==> src/rtl/baccarat_pkg.sv <==
// rtl/baccarat_pkg.sv - state codes, natural threshold and card-value helper for the baccarat sequencer
package baccarat_pkg;

  typedef enum logic [2:0] {
    PC1 = 3'd0,
    DC1 = 3'd1,
    PC2 = 3'd2,
    DC2 = 3'd3,
    PC3 = 3'd4,
    DC3 = 3'd5,
    WIN = 3'd6
  } state_t;

  localparam logic [3:0] NATURAL_MIN = 4'd8;

  // Ace..nine count face value; ten, face cards and the empty code 0 count zero.
  function automatic logic [3:0] card_value(input logic [3:0] code);
    card_value = (code >= 4'd1 && code <= 4'd9) ? code : 4'd0;
  endfunction

endpackage

==> src/rtl/dealer_draw_rule.sv <==
// rtl/dealer_draw_rule.sv - banker third-card decision after the player has drawn
module dealer_draw_rule
  import baccarat_pkg::*;
(
  input  logic [3:0] dscore,
  input  logic [3:0] pcard3,
  output logic       draw
);

  logic [3:0] v;

  always_comb begin
    v    = card_value(pcard3);
    draw = 1'b0;
    case (dscore)
      4'd0, 4'd1, 4'd2: draw = 1'b1;
      4'd3:             draw = (v != 4'd8);
      4'd4:             draw = (v >= 4'd2) && (v <= 4'd7);
      4'd5:             draw = (v >= 4'd4) && (v <= 4'd7);
      4'd6:             draw = (v >= 4'd6) && (v <= 4'd7);
      default:          draw = 1'b0;
    endcase
  end

endmodule

==> src/rtl/baccarat_statemachine.sv <==
// rtl/baccarat_statemachine.sv - baccarat dealing sequencer; DEBUG_STATE_EN exposes state_dbg
module baccarat_statemachine
  import baccarat_pkg::*;
(
  input  logic       slow_clock,
  input  logic       resetb,
  input  logic [3:0] pscore,
  input  logic [3:0] dscore,
  input  logic [3:0] pcard3,
  output logic       load_pcard1,
  output logic       load_pcard2,
  output logic       load_pcard3,
  output logic       load_dcard1,
  output logic       load_dcard2,
  output logic       load_dcard3,
  output logic       player_win_light,
  output logic       dealer_win_light
`ifdef DEBUG_STATE_EN
  ,
  output logic [2:0] state_dbg
`endif
);

  state_t state;
  state_t next_state;
  logic   banker_draw;

  dealer_draw_rule u_draw_rule (
    .dscore (dscore),
    .pcard3 (pcard3),
    .draw   (banker_draw)
  );

  always_ff @(posedge slow_clock) begin
    if (resetb) state <= PC1;
    else        state <= next_state;
  end

  always_comb begin
    next_state       = state;
    load_pcard1      = 1'b0;
    load_pcard2      = 1'b0;
    load_pcard3      = 1'b0;
    load_dcard1      = 1'b0;
    load_dcard2      = 1'b0;
    load_dcard3      = 1'b0;
    player_win_light = 1'b0;
    dealer_win_light = 1'b0;
    case (state)
      PC1: begin
        load_pcard1 = 1'b1;
        next_state  = DC1;
      end
      DC1: begin
        load_dcard1 = 1'b1;
        next_state  = PC2;
      end
      PC2: begin
        load_pcard2 = 1'b1;
        next_state  = DC2;
      end
      DC2: begin
        load_dcard2 = 1'b1;
        if (pscore >= NATURAL_MIN || dscore >= NATURAL_MIN) next_state = WIN;
        else if (pscore <= 4'd5)                            next_state = PC3;
        else if (dscore <= 4'd5)                            next_state = DC3;
        else                                                next_state = WIN;
      end
      PC3: begin
        load_pcard3 = 1'b1;
        next_state  = banker_draw ? DC3 : WIN;
      end
      DC3: begin
        load_dcard3 = 1'b1;
        next_state  = WIN;
      end
      WIN: begin
        // Tie lights both.
        player_win_light = (pscore >= dscore);
        dealer_win_light = (dscore >= pscore);
        next_state       = WIN;
      end
      default: next_state = PC1;
    endcase
  end

`ifdef DEBUG_STATE_EN
  assign state_dbg = state;
`endif

endmodule

==> config.mk <==
export PLATFORM = sky130hd
export DESIGN_NAME = baccarat_statemachine
export DESIGN_NICKNAME = d
export VERILOG_FILES = /design/src/rtl/baccarat_pkg.sv /design/src/rtl/dealer_draw_rule.sv /design/src/rtl/baccarat_statemachine.sv
export SDC_FILE = /design/constraint.sdc
export NUM_CORES = 1
export LEC_CHECK = 0
export ABC_CLOCK_PERIOD_IN_PS = 3400
export CORE_AREA = 2 2 39 41
export DETAILED_ROUTE_END_ITERATION = 8
export DIE_AREA = 0 0 41 43
export PLACE_DENSITY = 0.64
export SYNTH_ARGS = -nofsm -noshare
export SYNTH_HDL_FRONTEND = slang
export SYNTH_SLANG_ARGS = --single-unit
==> constraint.sdc <==
create_clock -name slow_clock -period 3.4 [get_ports slow_clock]
set_input_delay 0.51 -clock slow_clock [delete_from_list [all_inputs] [get_ports slow_clock]]
set_output_delay 0.51 -clock slow_clock [all_outputs]
set_load 0.05 [all_outputs]
==> impl_results.html, run 1 <==
<table>
<tr><th>Metric</th><th>Value</th></tr>
<tr><th colspan="2">Run status</th></tr>
<tr><td>Result of the run</td><td>complete, no violations</td></tr>
<tr><th colspan="2">Timing</th></tr>
<tr><td>Unrepaired setup endpoints after global routing</td><td>false</td></tr>
<tr><td>Clock Skew</td><td>1.115 ps</td></tr>
<tr><td>Hold Worst Slack</td><td>just under 700 ps</td></tr>
<tr><td>Setup tns final</td><td>0 ps</td></tr>
<tr><td>Max-slew violation count</td><td>0</td></tr>
<tr><td>Final worst-path cycle share</td><td>between 70% and 80%</td></tr>
<tr><td>Max_slew headroom</td><td>approximately 67%</td></tr>
<tr><td>Measured slew at the worst slew-check pin</td><td>roughly 500 ps</td></tr>
<tr><td>Final hold violation count</td><td>0</td></tr>
<tr><td>Final count of negative-setup-slack endpoints</td><td>0</td></tr>
<tr><td>Final min period</td><td>about 2600 ps</td></tr>
<tr><td>Achievable clock frequency</td><td>0.3792 GHz</td></tr>
<tr><th colspan="2">Hold path</th></tr>
<tr><td>Worst hold stages</td><td>2</td></tr>
<tr><td>Min-delay src</td><td>state[2]$_SDFF_PP0_</td></tr>
<tr><td>Endpoint with the worst hold slack</td><td>state[2]$_SDFF_PP0_</td></tr>
<tr><td>HP Class</td><td>reg2reg</td></tr>
<tr><th colspan="2">Power and ir drop</th></tr>
<tr><td>Overall power</td><td>214.2 uW</td></tr>
<tr><td>Peak VDD IR</td><td>around 0.13 mV</td></tr>
<tr><td>Leakage Power</td><td>about 0.00026 uW</td></tr>
<tr><td>Total power divided by cell area</td><td>between 300 and 400 nW/um^2</td></tr>
<tr><th colspan="2">Clocking</th></tr>
<tr><td>Total of hold buffers inserted after clock tree synthesis</td><td>0</td></tr>
<tr><td>Clock sink count</td><td>3</td></tr>
<tr><td>Clock slew seen by the registers of the worst setup and hold paths</td><td>roughly 40 ps</td></tr>
<tr><td>Number of buffers inserted during clock tree synthesis</td><td>3</td></tr>
<tr><td>CTS Root Cell</td><td>clkbuf_4</td></tr>
<tr><td>Max Buffers Root-to-Sink</td><td>2</td></tr>
<tr><td>Number of gates resized after cts</td><td>0</td></tr>
<tr><td>CTS tree</td><td>built</td></tr>
<tr><td>Source-to-sink clock delay at the later pin of the worst-skew pair</td><td>~230 ps</td></tr>
<tr><td>Post-CTS setup-driven buffer insertion count</td><td>0</td></tr>
<tr><td>H-tree levels</td><td>1</td></tr>
<tr><th colspan="2">Synth</th></tr>
<tr><td>Portion of netlist area occupied by mux cells</td><td>0%</td></tr>
<tr><td>Biggest area consumer among synthesized cells</td><td>dfxtp_1</td></tr>
<tr><td>Number of instances in the synthesized netlist</td><td>50</td></tr>
<tr><td>Synthesized area per cell</td><td>8.083 sq um</td></tr>
<tr><td>Unique cell type count in the Yosys netlist</td><td>29</td></tr>
<tr><td>Synthesized-area fraction occupied by adder cells</td><td>between 10 and 15%</td></tr>
<tr><td>Net Count, Synth</td><td>68</td></tr>
<tr><td>Proportion of synthesized chip area in sequential cells</td><td>approximately 15%</td></tr>
<tr><td>Area share of the largest cell type after synthesis</td><td>approximately 15%</td></tr>
<tr><td>Synthesized-area fraction occupied by ao, oa, aoi and oai cells</td><td>a little over a fifth</td></tr>
<tr><td>Number of warning messages in the yosys log</td><td>0</td></tr>
<tr><td>Synthesized cell area</td><td>404.1 sq um</td></tr>
<tr><td>Top cells by area, synth</td><td>dfxtp_1, ha_1, nand4_1</td></tr>
<tr><td>Main combinational cell family by area after synthesis</td><td>simple AND/OR/NAND/NOR gates</td></tr>
<tr><td>Share of synthesized cell area in and, or, nand and nor gates</td><td>35.29%</td></tr>
<tr><td>Parity-gate share of the synthesized area counting xor and xnor cells</td><td>2.167%</td></tr>
<tr><td>Register bit count reported by yosys</td><td>3</td></tr>
<tr><th colspan="2">Flow run</th></tr>
<tr><td>Max-capacitance violation count</td><td>0</td></tr>
<tr><th colspan="2">Drt</th></tr>
<tr><td>Total via count in the routed design</td><td>440</td></tr>
<tr><td>Post-route DRC</td><td>0</td></tr>
<tr><td>Number of optimization iterations in the first detailed-route pass</td><td>4</td></tr>
<tr><td>Detail-routed net length per standard cell</td><td>9.966 microns</td></tr>
<tr><td>Drt total wl</td><td>877 microns</td></tr>
<tr><td>Initial detailed-routing violation count</td><td>2</td></tr>
<tr><td>Per-cell via count in the routed design</td><td>5.000</td></tr>
<tr><td>Final antenna-violating net count</td><td>0</td></tr>
<tr><th colspan="2">Floorplanning</th></tr>
<tr><td>Initial Utilization</td><td>between 20 and 30%</td></tr>
<tr><td>Height of the chip</td><td>~43 microns</td></tr>
<tr><td>Width of the die</td><td>just over 40 microns</td></tr>
<tr><td>Die Footprint</td><td>1763 sq um</td></tr>
<tr><td>I/O pin count</td><td>22</td></tr>
<tr><td>Core Box Area</td><td>around 1400 sq um</td></tr>
<tr><td>Number of placement rows</td><td>14</td></tr>
<tr><th colspan="2">GRT</th></tr>
<tr><td>Via count of the first global-routing pass</td><td>between 400 and 500</td></tr>
<tr><td>Initial antenna violation count</td><td>0</td></tr>
<tr><td>First-pass GRT wire length</td><td>1504 microns</td></tr>
<tr><td>Pin count of the biggest net entering global routing</td><td>11</td></tr>
<tr><td>Total track usage</td><td>12.02%</td></tr>
<tr><td>Total gr overflow</td><td>0</td></tr>
<tr><th colspan="2">Finish</th></tr>
<tr><td>Number of inserted filler cells in the final layout</td><td>between 100 and 150</td></tr>
<tr><td>Fraction of final layout cells with drive strength greater than 1</td><td>between 10% and 20%</td></tr>
<tr><td>Largest registers in the final layout</td><td>state: 3 flops</td></tr>
<tr><td>Signed area change from the synthesized netlist to the final layout</td><td>53.25%</td></tr>
<tr><td>Register bank with the most flops</td><td>state</td></tr>
<tr><td>Post-route standard cell area excluding fillers</td><td>about 620 sq um</td></tr>
<tr><td>Most common cell after layout, fill and taps aside</td><td>clkdlybuf4s50_1</td></tr>
<tr><td>Final cell count without fillers</td><td>88</td></tr>
<tr><td>Number of flip-flops in the largest register</td><td>3</td></tr>
<tr><td>Net total in the final layout</td><td>91</td></tr>
<tr><td>Commonest non-fill, non-tap cells in the layout</td><td>clkdlybuf4s50_1, inv_1, nor2_1</td></tr>
<tr><td>Antenna cells</td><td>0</td></tr>
<tr><th colspan="2">Placement</th></tr>
<tr><td>Final Wtd Congestion</td><td>between 0.6 and 0.7</td></tr>
<tr><td>Post-detailed-placement cell area</td><td>around 590 sq um</td></tr>
<tr><td>Placed Instances</td><td>between 80 and 90</td></tr>
<tr><td>Total half-perimeter wirelength after legalization and detailed placement</td><td>about 680 microns</td></tr>
<tr><td>Port Buffer Count</td><td>21</td></tr>
<tr><th colspan="2">Critical path</th></tr>
<tr><td>Critical Setup Path Class</td><td>in2out</td></tr>
<tr><td>CP Data Required Time</td><td>slightly below 3000 ps</td></tr>
<tr><td>Beginning of the critical path</td><td>pscore[1]</td></tr>
<tr><td>Peak fanout along the critical path</td><td>3</td></tr>
<tr><td>Kind of launch point of the worst setup path</td><td>input port</td></tr>
<tr><td>Path depth of the worst reg2reg path</td><td>3</td></tr>
<tr><td>Critical R2R Launch</td><td>state[1]$_SDFF_PP0_</td></tr>
<tr><td>Setup slack of the most critical reg-to-reg path</td><td>2400 ps</td></tr>
<tr><td>Element type at the critical path end</td><td>primary output</td></tr>
<tr><td>Endpoint of the worst register-to-register path</td><td>state[0]$_SDFF_PP0_</td></tr>
<tr><td>Worst Path Arrival</td><td>roughly 2100 ps</td></tr>
</table>
==> area by class of cell <==
type                    instances  area (sq um)  share of cell area, %
multi-input cells              39         289.0                  46.67
repair buffers                 21         205.2                  33.13
flip-flops and latches          3         60.06                  9.697
clock buffers                   4         26.28                  4.242
well taps                      16         20.02                  3.232
inverters                       5         18.77                  3.030
==> synth_stat cells <==
cell type  count
o311ai_2       1
a21oi_2        1
a31oi_1        1
clkbuf_8       1
o211a_1        1
a21oi_1        2
xor2_1         1
and3b_1        1
or2b_1         1
and2_1         1
ha_1           4
o211ai_1       1
buf_6          2
a211oi_1       1
nor2_1         5
nand4_1        4
nor3b_1        3
and2b_1        1
nor2b_1        1
nand2_1        1
or3b_1         1
inv_1          5
dfxtp_1        3
a21o_2         1
o21ai_0        1
nand3b_1       1
nand3_2        1
o21a_1         1
nor3_1         2
==> layer usage <==
layer / track usage (%) / vias to the layer above / wire length [microns]
li1: - / 225 / -
met1: 13.42 / 196 / 363
met2: 20.63 / 19 / 445
met3: 0 / 0 / 69
met4: 8.000 / 0 / 0
met5: 0 / - / 0
==> worst max-delay path by stage <==
stage | slack (ps) | endpoint | cells after the start
after floorplan | 950 | dealer_win_light | 6
after global placement | 780 | dealer_win_light | 8
after detailed placement | 760 | player_win_light | 8
after CTS | 760 | player_win_light | 8
after global routing | 690 | player_win_light | 8
final | 760 | dealer_win_light | 8
==> power breakdown <==
group	internal, uW	switching (uW)
clock	44.0	18.7
combinational	46.3	55.6
sequential	40.0	9.72
total	130	84.0
==> worst max-delay path, stage by stage <==
cell and delay (ps):
clkdlybuf4s50_1 500, inv_1 50, ha_1 290, nor2b_1 130, o21a_1 170, o21ai_0 160, a31oi_1 110, buf_4 200
==> metrics by stage <==
stage	setup slack [ps]	util, %
final	762.9	44.76
after global routing	686.7	44.76
after CTS	761.2	44.76
after detailed placement	759.9	42.86
after global placement	783.3	42.86
after floorplan	946.2	-
==> kinds of logic (layout without fill, tap and decap cells) <==
logic type      after synthesis  count (layout)
simple gates                 23              23
fa+ha+maj                     4               4
xor+xnor                      1               1
compound gates               11              11
flops                         3               3
buf+inv                       8              30
Power figures use the tool's default switching activity.
==> inputs of run 2 (changes only) <==
--- a/config.mk
+++ b/config.mk
@@ -5,7 +5,7 @@
 export SDC_FILE = /design/constraint.sdc
 export NUM_CORES = 1
 export LEC_CHECK = 0
-export ABC_CLOCK_PERIOD_IN_PS = 3400
+export ABC_CLOCK_PERIOD_IN_PS = 2650
 export CORE_AREA = 2 2 39 41
 export DETAILED_ROUTE_END_ITERATION = 8
 export DIE_AREA = 0 0 41 43
==> constraint.sdc (replaced) <==
create_clock -name slow_clock -period 2.65 [get_ports slow_clock]
set_input_delay 0.3975 -clock slow_clock [delete_from_list [all_inputs] [get_ports slow_clock]]
set_output_delay 0.3975 -clock slow_clock [all_outputs]
set_load 0.05 [all_outputs]
==> impl_results.html, run 2 (synthesis gave the netlist of run 1 again) <==
<table>
<tr><th>Metric</th><th>Value</th></tr>
<tr><th colspan="2">Run status</th></tr>
<tr><td>Result of the run</td><td>complete, no violations</td></tr>
<tr><th colspan="2">Drt</th></tr>
<tr><td>Met1 Routed Length</td><td>roughly 380 microns</td></tr>
<tr><td>Detailed route wirelength on metal3</td><td>roughly 56 microns</td></tr>
<tr><td>Total via count in the routed design</td><td>422</td></tr>
<tr><td>Post-route DRC</td><td>0</td></tr>
<tr><td>Per-cell via count in the routed design</td><td>~4.8</td></tr>
<tr><td>Drt total wl</td><td>799 microns</td></tr>
<tr><td>Final antenna-violating net count</td><td>0</td></tr>
<tr><td>Met2 wire length</td><td>~370 microns</td></tr>
<tr><td>Detail-routed net length per standard cell</td><td>9.080 microns</td></tr>
<tr><td>Highest metal layer with signal wires</td><td>met3</td></tr>
<tr><td>Number of optimization iterations in the first detailed-route pass</td><td>2</td></tr>
<tr><td>Initial detailed-routing violation count</td><td>1</td></tr>
<tr><th colspan="2">Clocking</th></tr>
<tr><td>Number of gates resized after cts</td><td>0</td></tr>
<tr><td>CTS tree</td><td>built</td></tr>
<tr><td>Post-CTS setup-driven buffer insertion count</td><td>0</td></tr>
<tr><td>Source-to-sink clock delay at the later pin of the worst-skew pair</td><td>around 230 ps</td></tr>
<tr><td>Number of buffers inserted during clock tree synthesis</td><td>3</td></tr>
<tr><td>H-tree levels</td><td>1</td></tr>
<tr><td>CTS Root Cell</td><td>clkbuf_4</td></tr>
<tr><td>Max Buffers Root-to-Sink</td><td>2</td></tr>
<tr><td>Total of hold buffers inserted after clock tree synthesis</td><td>0</td></tr>
<tr><td>Clock slew seen by the registers of the worst setup and hold paths</td><td>around 30 ps</td></tr>
<tr><td>Clock sink count</td><td>3</td></tr>
<tr><th colspan="2">GRT</th></tr>
<tr><td>Pin count of the biggest net entering global routing</td><td>11</td></tr>
<tr><td>Total gr overflow</td><td>0</td></tr>
<tr><td>Via count of the first global-routing pass</td><td>349</td></tr>
<tr><td>Initial antenna violation count</td><td>0</td></tr>
<tr><td>First-pass GRT wire length</td><td>1366 microns</td></tr>
<tr><td>Total track usage</td><td>around 11%</td></tr>
<tr><th colspan="2">Power and ir drop</th></tr>
<tr><td>Net Sw Power</td><td>between 100 and 150 uW</td></tr>
<tr><td>Part of the power in registers</td><td>between 20% and 30%</td></tr>
<tr><td>Clock power share</td><td>between 20% and 30%</td></tr>
<tr><td>Part of the power in combinational logic</td><td>about 48%</td></tr>
<tr><td>Peak VDD IR</td><td>0.1708 mV</td></tr>
<tr><td>Switching Share</td><td>a little under two fifths</td></tr>
<tr><td>Cell internal power dissipation</td><td>167.7 uW</td></tr>
<tr><td>Total power divided by cell area</td><td>approximately 420 nW/um^2</td></tr>
<tr><td>Leakage Power</td><td>approximately 0.00027 uW</td></tr>
<tr><th colspan="2">Floorplanning</th></tr>
<tr><td>Height of the chip</td><td>approximately 43 microns</td></tr>
<tr><td>Die Footprint</td><td>between 1500 and 2000 sq um</td></tr>
<tr><td>Core Box Area</td><td>roughly 1400 sq um</td></tr>
<tr><td>Width of the die</td><td>roughly 41 microns</td></tr>
<tr><td>I/O pin count</td><td>22</td></tr>
<tr><td>Number of placement rows</td><td>14</td></tr>
<tr><td>Initial Utilization</td><td>between 20% and 30%</td></tr>
<tr><th colspan="2">Finish</th></tr>
<tr><td>Register bank with the most flops</td><td>state</td></tr>
<tr><td>Antenna cells</td><td>0</td></tr>
<tr><td>Signed area change from the synthesized netlist to the final layout</td><td>59.44%</td></tr>
<tr><td>Number of inserted filler cells in the final layout</td><td>137</td></tr>
<tr><td>Most common cell after layout, fill and taps aside</td><td>clkdlybuf4s50_1</td></tr>
<tr><td>Commonest non-fill, non-tap cells in the layout</td><td>clkdlybuf4s50_1, inv_1, nor2_1</td></tr>
<tr><td>Net total in the final layout</td><td>just over 90</td></tr>
<tr><td>Number of flip-flops in the largest register</td><td>3</td></tr>
<tr><td>Fraction of final layout cells with drive strength greater than 1</td><td>12.50%</td></tr>
<tr><td>Largest registers in the final layout</td><td>state: 3 flops</td></tr>
<tr><th colspan="2">Timing</th></tr>
<tr><td>Measured slew at the worst slew-check pin</td><td>493.2 ps</td></tr>
<tr><td>Clock Skew</td><td>approximately 1.4 ps</td></tr>
<tr><td>Final min period</td><td>between 2000 and 2500 ps</td></tr>
<tr><td>Max-slew violation count</td><td>0</td></tr>
<tr><td>Smallest setup slack after layout</td><td>roughly 210 ps</td></tr>
<tr><td>Final count of negative-setup-slack endpoints</td><td>0</td></tr>
<tr><td>Max_slew headroom</td><td>between 60% and 70%</td></tr>
<tr><td>Final hold violation count</td><td>0</td></tr>
<tr><td>Hold Worst Slack</td><td>just under 700 ps</td></tr>
<tr><td>Unrepaired setup endpoints after global routing</td><td>false</td></tr>
<tr><td>Achievable clock frequency</td><td>approximately 0.41 GHz</td></tr>
<tr><td>Setup tns final</td><td>0 ps</td></tr>
<tr><td>Final worst-path cycle share</td><td>92.19%</td></tr>
<tr><th colspan="2">Critical path</th></tr>
<tr><td>Critical path buffer and inverter count</td><td>3</td></tr>
<tr><td>Setup slack of the most critical reg-to-reg path</td><td>between 1500 and 2000 ps</td></tr>
<tr><td>Kind of launch point of the worst setup path</td><td>input port</td></tr>
<tr><td>Highest cell delay on the worst timing path</td><td>a little over 500 ps</td></tr>
<tr><td>Critical R2R Launch</td><td>state[1]$_SDFF_PP0_</td></tr>
<tr><td>CP Data Required Time</td><td>about 2300 ps</td></tr>
<tr><td>Max stage delay cell, worst path</td><td>clkdlybuf4s50_1</td></tr>
<tr><td>Critical Setup Path Class</td><td>in2out</td></tr>
<tr><td>Sequence of cells on the critical path</td><td>clkdlybuf4s50_1 -&gt; inv_1 -&gt; ha_1 -&gt; nor2b_1 -&gt; o21a_1 -&gt; o21ai_0 -&gt; a31oi_1 -&gt; buf_12</td></tr>
<tr><td>Peak fanout along the critical path</td><td>3</td></tr>
<tr><td>Path depth of the worst reg2reg path</td><td>3</td></tr>
<tr><td>Worst Path Arrival</td><td>slightly above 2000 ps</td></tr>
<tr><td>Family of cells with the greatest summed delay on the critical path</td><td>buffers and inverters</td></tr>
<tr><td>Endpoint of the worst register-to-register path</td><td>state[0]$_SDFF_PP0_</td></tr>
<tr><td>Element type at the critical path end</td><td>primary output</td></tr>
<tr><th colspan="2">Flow run</th></tr>
<tr><td>Max-capacitance violation count</td><td>0</td></tr>
<tr><th colspan="2">Placement</th></tr>
<tr><td>Total half-perimeter wirelength after legalization and detailed placement</td><td>just under 700 microns</td></tr>
<tr><td>Setup slack at placement</td><td>approximately 210 ps</td></tr>
<tr><td>Port Buffer Count</td><td>21</td></tr>
<tr><td>Final Wtd Congestion</td><td>about 0.66</td></tr>
<tr><th colspan="2">Hold path</th></tr>
<tr><td>HP Class</td><td>reg2reg</td></tr>
<tr><td>Worst hold stages</td><td>2</td></tr>
<tr><td>Min-delay src</td><td>state[2]$_SDFF_PP0_</td></tr>
<tr><td>Endpoint with the worst hold slack</td><td>state[2]$_SDFF_PP0_</td></tr>
</table>
-- run 2: cell count changes in the layout (fill, tap and decap cells not counted) --
cell    delta
buf_12     +2
buf_4      -2
-- run 2: worst register-to-register path: cells and delay by family, from the launching register on --
kind	cells	cell delay [ps]
compound gates	2	340
simple gates	1	130
flops	1	460
-- run 2: power by group through the flow --
stage	Combinational, uW	Clock, uW	Sequential [uW]
floorplan	102	0	53.9
global placement	131	0	64.4
detailed placement	132	0	64.8
CTS	132	80.6	64.2
global route	142	84.2	65.6
finish	131	77.1	64.0
-- run 2: routing by layer --
| metal | track usage (%) | vias up |
|---|---|---|
| met5 | 0 | - |
| met4 | 4.000 | 0 |
| met3 | 1.571 | 0 |
| met2 | 17.19 | 17 |
| met1 | 14.70 | 180 |
| li1 | - | 225 |
-- run 2: metrics by stage --
stage | cells | cell area (sq um) | utilization (%) | total power [uW]
after floorplan | 50 | 404.1 | - | 155.6
after global placement | 84 | 618.1 | 44.67 | 195.3
after detailed placement | 84 | 618.1 | 44.67 | 196.5
after CTS | 88 | 644.4 | 46.56 | 276.9
after global routing | 88 | 644.4 | 46.56 | 292.0
final | 88 | 644.4 | 46.56 | 272.0
-- run 2: area by class of cell --
| cell class | count | area, sq um | share of cell area, % |
|---|---|---|---|
| inverter | 5 | 18.77 | 2.913 |
| sequential | 3 | 60.06 | 9.320 |
| clock buffer | 4 | 26.28 | 4.078 |
| timing repair buffer | 21 | 230.2 | 35.73 |
| multi-input combinational | 39 | 289.0 | 44.85 |
| tap | 16 | 20.02 | 3.107 |
-- run 2: worst max path at each step --
stage | startpoint | endpoint | slack, ps | cells past startpoint
after floorplan | pscore[1] | dealer_win_light | 420 | 6
after global placement | pscore[1] | dealer_win_light | 240 | 8
after detailed placement | pscore[1] | dealer_win_light | 210 | 8
after CTS | pscore[1] | dealer_win_light | 200 | 8
after global routing | pscore[1] | dealer_win_light | 100 | 8
final | pscore[1] | dealer_win_light | 210 | 8
==> inputs of run 3 (changes only) <==
--- a/config.mk
+++ b/config.mk
@@ -9,6 +9,7 @@
 export CORE_AREA = 2 2 39 41
 export DETAILED_ROUTE_END_ITERATION = 8
 export DIE_AREA = 0 0 41 43
+export HOLD_SLACK_MARGIN = 0.1
 export PLACE_DENSITY = 0.64
 export SYNTH_ARGS = -nofsm -noshare
 export SYNTH_HDL_FRONTEND = slang
==> results of run 3 <==
The final DEF is identical to that of run 2; final timing and power are the same.
